File: config.mk
export PLATFORM = sky130hd
export DESIGN_NAME = fir_window_feeder
export DESIGN_NICKNAME = d
export VERILOG_FILES = /design/src/rtl/fir_pkg.sv /design/src/rtl/fir_valid_delay.sv /design/src/rtl/fir_window_feeder.sv
export SDC_FILE = /design/constraint.sdc
export NUM_CORES = 1
export LEC_CHECK = 0
export ABC_AREA = 0
export BUFFER_PORTS_ARGS = -buffer_cell sky130_fd_sc_hd__buf_2
export CORE_AREA = 2 2 66 68
export CTS_CLUSTER_DIAMETER = 150
export DETAILED_ROUTE_END_ITERATION = 12
export DIE_AREA = 0 0 68 70
export HOLD_SLACK_MARGIN = 0.12
export PLACE_DENSITY_LB_ADDON = 0.2
export SETUP_SLACK_MARGIN = 0.15
export SLEW_MARGIN = 20
export SYNTH_ARGS = -nofsm -noshare
export SYNTH_HDL_FRONTEND = slang
export SYNTH_SLANG_ARGS = --single-unit
export TNS_END_PERCENT = 30
File: constraint.sdc
create_clock -name clk -period 2.1 [get_ports clk]
set_input_delay 0.21 -clock clk [delete_from_list [all_inputs] [get_ports clk]]
set_output_delay 0.21 -clock clk [all_outputs]
set_load 0.01 [all_outputs]
File: src/rtl/fir_pkg.sv
// Shared constants, state encoding and counter helper for the FIR window front end.
package fir_pkg;

    localparam int TAPS     = 10;
    localparam int DW       = 4;
    localparam int FILT_LAT = 2;
    localparam int Y_W      = 11;
    localparam int CNT_W    = 4;

    typedef enum logic [1:0] {
        FILL  = 2'd0,
        RUN   = 2'd1,
        DRAIN = 2'd2
    } state_e;

    // Increment that sticks at lim instead of wrapping.
    function automatic logic [CNT_W-1:0] sat_inc(input logic [CNT_W-1:0] v,
                                                 input logic [CNT_W-1:0] lim);
        logic [CNT_W-1:0] r;
        if (v >= lim) begin
            r = lim;
        end else begin
            r = v + 4'd1;
        end
        return r;
    endfunction

endpackage

File: src/rtl/fir_valid_delay.sv
// LAT-stage shift register that carries a valid strobe alongside a pipelined datapath.
module fir_valid_delay #(
    parameter int LAT = 2
) (
    input  logic clk,
    input  logic reset,
    input  logic in_valid,
    output logic out_valid
);

    logic [LAT-1:0] pipe_q;
    logic [LAT-1:0] pipe_d;

    // Shift the strobe one stage per cycle.
    always_comb begin
        pipe_d    = pipe_q;
        pipe_d[0] = in_valid;
        for (int i = 1; i < LAT; i++) begin
            pipe_d[i] = pipe_q[i-1];
        end
    end

    // Pipeline register, cleared by async reset.
    always_ff @(posedge clk or posedge reset) begin
        if (reset) begin
            pipe_q <= {LAT{1'b0}};
        end else begin
            pipe_q <= pipe_d;
        end
    end

    assign out_valid = pipe_q[LAT-1];

endmodule

File: src/rtl/fir_window_feeder.sv
// Serial-to-parallel tap delay line with window strobe, decimation and flush/drain
// for the 10-tap parallel FIR datapath.
module fir_window_feeder
    import fir_pkg::*;
#(
    parameter int DECIM = 1
) (
    input  logic          clk,
    input  logic          reset,
    input  logic          s_valid,
    input  logic [DW-1:0] s_data,
    output logic          s_ready,
    input  logic          flush,
    output logic [DW-1:0] x_0,
    output logic [DW-1:0] x_1,
    output logic [DW-1:0] x_2,
    output logic [DW-1:0] x_3,
    output logic [DW-1:0] x_4,
    output logic [DW-1:0] x_5,
    output logic [DW-1:0] x_6,
    output logic [DW-1:0] x_7,
    output logic [DW-1:0] x_8,
    output logic [DW-1:0] x_9,
    output logic          win_valid,
    output logic          y_valid,
    output logic [3:0]    fill_cnt
);

    localparam int DCW = (DECIM > 1) ? $clog2(DECIM) : 1;
    localparam int DRW = (FILT_LAT > 1) ? $clog2(FILT_LAT) : 1;
    localparam logic [DCW-1:0]   DECIM_LAST = DCW'(DECIM - 1);
    localparam logic [DCW-1:0]   DECIM_ONE  = DCW'(1);
    localparam logic [DRW-1:0]   DRAIN_LOAD = DRW'(FILT_LAT - 1);
    localparam logic [DRW-1:0]   DRAIN_ONE  = DRW'(1);
    localparam logic [CNT_W-1:0] TAPS_CNT   = CNT_W'(TAPS);

    state_e           state_q, state_d;
    logic [DW-1:0]    x_q [TAPS];
    logic [DW-1:0]    x_d [TAPS];
    logic             win_valid_q, win_valid_d;
    logic [CNT_W-1:0] fill_cnt_q, fill_cnt_d;
    logic [DCW-1:0]   decim_cnt_q, decim_cnt_d;
    logic [DRW-1:0]   drain_cnt_q, drain_cnt_d;
    logic             accept_s;

    assign s_ready  = (state_q != DRAIN) && !flush;
    assign accept_s = s_valid && s_ready;

    // Next-state, delay-line shift and window strobe generation.
    always_comb begin
        state_d     = state_q;
        x_d         = x_q;
        win_valid_d = 1'b0;
        fill_cnt_d  = fill_cnt_q;
        decim_cnt_d = decim_cnt_q;
        drain_cnt_d = drain_cnt_q;
        if (flush) begin
            // Flush overrides everything, including a flush already draining.
            state_d     = DRAIN;
            fill_cnt_d  = {CNT_W{1'b0}};
            decim_cnt_d = {DCW{1'b0}};
            drain_cnt_d = DRAIN_LOAD;
            for (int k = 0; k < TAPS; k++) begin
                x_d[k] = {DW{1'b0}};
            end
        end else begin
            if (accept_s) begin
                x_d[0] = s_data;
                for (int k = 1; k < TAPS; k++) begin
                    x_d[k] = x_q[k-1];
                end
            end else begin
                x_d = x_q;
            end
            case (state_q)
                FILL: begin
                    if (accept_s) begin
                        fill_cnt_d = sat_inc(fill_cnt_q, TAPS_CNT);
                        if (fill_cnt_q == (TAPS_CNT - 4'd1)) begin
                            state_d     = RUN;
                            decim_cnt_d = {DCW{1'b0}};
                            win_valid_d = 1'b1;
                        end else begin
                            state_d = FILL;
                        end
                    end else begin
                        state_d = FILL;
                    end
                end
                RUN: begin
                    if (accept_s) begin
                        if (decim_cnt_q == DECIM_LAST) begin
                            decim_cnt_d = {DCW{1'b0}};
                            win_valid_d = 1'b1;
                        end else begin
                            decim_cnt_d = decim_cnt_q + DECIM_ONE;
                        end
                    end else begin
                        decim_cnt_d = decim_cnt_q;
                    end
                end
                DRAIN: begin
                    if (drain_cnt_q == {DRW{1'b0}}) begin
                        state_d = FILL;
                    end else begin
                        drain_cnt_d = drain_cnt_q - DRAIN_ONE;
                    end
                end
                default: begin
                    state_d = FILL;
                end
            endcase
        end
    end

    // State and datapath registers.
    always_ff @(posedge clk or posedge reset) begin
        if (reset) begin
            state_q     <= FILL;
            win_valid_q <= 1'b0;
            fill_cnt_q  <= {CNT_W{1'b0}};
            decim_cnt_q <= {DCW{1'b0}};
            drain_cnt_q <= {DRW{1'b0}};
            for (int k = 0; k < TAPS; k++) begin
                x_q[k] <= {DW{1'b0}};
            end
        end else begin
            state_q     <= state_d;
            win_valid_q <= win_valid_d;
            fill_cnt_q  <= fill_cnt_d;
            decim_cnt_q <= decim_cnt_d;
            drain_cnt_q <= drain_cnt_d;
            x_q         <= x_d;
        end
    end

    fir_valid_delay #(
        .LAT(FILT_LAT)
    ) u_valid_delay (
        .clk      (clk),
        .reset    (reset),
        .in_valid (win_valid_q),
        .out_valid(y_valid)
    );

    assign win_valid = win_valid_q;
    assign fill_cnt  = fill_cnt_q;
    assign x_0 = x_q[0];
    assign x_1 = x_q[1];
    assign x_2 = x_q[2];
    assign x_3 = x_q[3];
    assign x_4 = x_q[4];
    assign x_5 = x_q[5];
    assign x_6 = x_q[6];
    assign x_7 = x_q[7];
    assign x_8 = x_q[8];
    assign x_9 = x_q[9];

endmodule

==> impl_metrics.py <==
metrics = {
    "run_status": {
        "status": "finished, final reports clean",
    },
    "sta": {
        "fin_skew_ns": 0.00509,
        "setup_tns_ns": 0,
        "fmax_mhz": 611,
        "maxSlewHeadroom_pct": 50.8,
        "report.final.setup_viol": 0,
        "fin_crit_sh_pct": 78.0,
        "drv_slew": 0,
        "rsz0062_at_grt": "no",
        "worst_slew_pin_slew_ns": 0.736,
        "hold_violations": 0,
        "final.min_clock_period_ns": 1.64,
        "fin_ws_ns": 0.462,
    },
    "worst_setup_path": {
        "cp_top_family": "simple AND/OR/NAND/NOR gates",
        "endpoint_kind": "register",
        "endpoint": "x_2[3]",
        "required_ns": 2.28,
        "start_kind": "register",
        "slowest_delay_ns": 0.43,
        "worstReg2RegEnd": "x_2[3]",
        "path_class": "register to register",
        "reg2reg_depth": 4,
        "crit_chain": "nand2b_1 -> nand3_2 -> buf_12 -> mux2_2",
        "cp_max_fo": 26,
        "cp.depth": 4,
        "cp.arrival_ns": 1.81,
        "r2r_start": "state_q[0]",
        "cp_slowest_cell": "dfrtp_1",
        "path_buf_inv": 1,
        "rrSetupSlack_ns": 0.46,
        "crit_start": "state_q[0]",
    },
    "cts": {
        "h-tree-depth": 2,
        "clk_latency_ns": 0.29,
        "clkTransAtPathRegs_ns": 0.08,
        "hold_buffers": 1,
        "clock_sinks": 50,
        "ctsLongestPathBuffers": 2,
        "numCtsBuffers": 5,
        "cts_setup_buffers": 0,
        "cts_resized": 0,
        "cts-root-buf": "clkbuf_8",
        "cts_tree": "built",
    },
    "routing": {
        "wl_per_cell_um": 13.6,
        "drt_pass1_iterations": 4,
        "antenna_left": 0,
        "dr_total_vias": 1462,
        "wirelength_um": 3840,
        "drc": 0,
        "drt_iter0_drc": 34,
        "avgViaCountPerCell": 5.17,
    },
    "logic_synthesis": {
        "async_flop_share_pct": 100,
        "synth_seq_cells": 50,
        "yosysWarnings": 0,
        "synthFlopType": "dfrtp_1",
        "synthAdderAreaFrac_pct": 1.66,
        "yosys.area_share.simple_pct": 17.0,
        "synth-edff-count": 0,
        "syn_area_mm2": 0.00226,
        "synthXorXnorAreaFrac_pct": 0,
        "synthMuxAreaShare_pct": 19.9,
        "ys_types": 24,
        "syn_avg_cell_area_um2": 13.0,
        "synth_top_family_by_area": "multiplexers",
        "syn_nets": 185,
        "yosysSeqAreaShare_pct": 55.4,
        "synth_compound_area_share_pct": 2.27,
        "syn-instance-count": 174,
    },
    "cells_and_area": {
        "syn_to_final_growth_pct": 17.9,
        "drive_above_1_share_pct": 45.9,
        "fin_nets": 241,
        "finalNonFillerCells": 283,
        "n_antenna_cell": 0,
        "fin_area_mm2": 0.00267,
    },
    "global_route": {
        "grt_pass1_wl_um": 6330,
        "grt-ovfl-total": 0,
        "grt_max_degree": 51,
        "grt_use_total_pct": 17.4,
        "antenna_found_initial": 0,
        "first_global_vias": 1437,
    },
    "place": {
        "place_area_mm2": 0.00256,
        "portBuffers": 54,
        "placed_cells": 274,
        "place_congestion": 0.745,
        "dp_hpwl_um": 2700,
        "dp_slack_ns": 0.450,
    },
    "floorplanning": {
        "start_util_pct": 54.5,
        "coreArea_mm2": 0.00414,
        "rows": 24,
        "die_h_um": 70,
        "dieArea_mm2": 0.00476,
        "num_io_pins": 55,
        "die_w_um": 68,
    },
    "worst_hold_path": {
        "hold_depth": 2,
        "hp-class": "primary input to register",
    },
    "run": {
        "timing.max_cap.violations": 0,
    },
    "power_and_ir_drop": {
        "p_leak_nw": 1.57,
        "total_power_mw": 1.65,
        "ir_worst_vdd_v": 0.000406,
        "p_per_area_mw_per_mm2": 618,
    },
}
-- worst min path at each step --
stage	startpoint	endpoint	slack [ns]
after floorplan	u_valid_delay.pipe_q[0]	u_valid_delay.pipe_q[1]	0.33
final	s_data[0]	x_0[0]	0.15
after global routing	s_data[1]	x_0[1]	0.13
after detailed placement	u_valid_delay.pipe_q[0]	u_valid_delay.pipe_q[1]	0.34
after CTS	s_data[0]	x_0[0]	0.14
after global placement	u_valid_delay.pipe_q[0]	u_valid_delay.pipe_q[1]	0.33
-- cells by family after synthesis --
kind of cell             Yosys count
AND/OR/NAND/NOR                   59
flip-flops                        50
multiplexers                      40
buffers and inverters             14
AO/OA/AOI/OAI                      8
adder cells (fa/ha/maj)            3
-- placed cells by master (no fill, tap or decap) --
cell / netlist / layout
buf_2: 2 / 54
dfrtp_1: 50 / 50
mux2_2: 40 / 40
and2b_1: 22 / 22
nor2b_1: 21 / 21
clkbuf_8: 0 / 6
nand2_1: 5 / 5
inv_1: 5 / 4
nor2_1: 3 / 3
a21oi_1: 3 / 3
ha_1: 3 / 3
nand2b_1: 2 / 2
buf_4: 0 / 2
nand3_2: 1 / 1
nor3b_1: 1 / 1
a41oi_1: 1 / 1
and3b_1: 1 / 1
nor4b_1: 1 / 1
inv_2: 0 / 1
nor3_1: 1 / 1
o31ai_1: 1 / 1
nand3_1: 1 / 1
o21ai_0: 1 / 1
a31oi_1: 1 / 1
o32ai_1: 1 / 1
clkbuf_1: 3 / 1
clkinv_2: 0 / 1
dlygate4sd3_1: 0 / 1
buf_12: 0 / 1
-- layer usage --
layer,GRT usage [%],part of all wire (%),vias up
met2,28.6,49,34
met3,5.48,5.5,7
met1,21.3,44,725
met5,0,0,-
met4,5.78,1.5,0
li1,-,-,696
-- power by group --
part | switching [mW] | internal [mW]
registers | 0.0134 | 0.974
clock network | 0.283 | 0.266
logic | 0.0657 | 0.0453
-- area by class of cell --
class	count	area, um^2
well taps	52	65.1
clock buffers	7	86.3
multi-input cells	110	923
fillers	341	1480
clock inverters	1	5.00
inverters	5	18.8
repair buffers	58	315
flip-flops and latches	50	1250
-- state kept, by name, indices dropped and copies added (netlist names) --
| name | count |
|---|---|
| u_valid_delay.pipe_q | 2 |
| x_0 | 4 |
| x_4 | 4 |
| x_8 | 4 |
| x_1 | 4 |
| x_5 | 4 |
| x_3 | 4 |
| drain_cnt_q | 1 |
| x_2 | 4 |
| state_q | 2 |
| win_valid | 1 |
| x_9 | 4 |
| fill_cnt | 4 |
| x_7 | 4 |
| x_6 | 4 |
-- Yosys cell counts, types with 3 or more instances --
master	instances	area [um^2]
buf_6	4	45.0
nor2_1	3	11.3
a21oi_1	3	15.0
nand2_1	5	18.8
dfrtp_1	50	1250
nor2b_1	21	131
clkbuf_1	3	11.3
and2b_1	22	165
mux2_2	40	450
ha_1	3	37.5
inv_1	5	18.8
-- per-stage QoR --
step                      hold WS [ns]  util [%]
final                            0.149      64.3
after global routing             0.134      64.3
after CTS                        0.138      64.3
after detailed placement         0.344      61.9
after global placement           0.331      61.9
after floorplan                  0.331         -
Note: power is estimated with default switching activity, not from simulation.
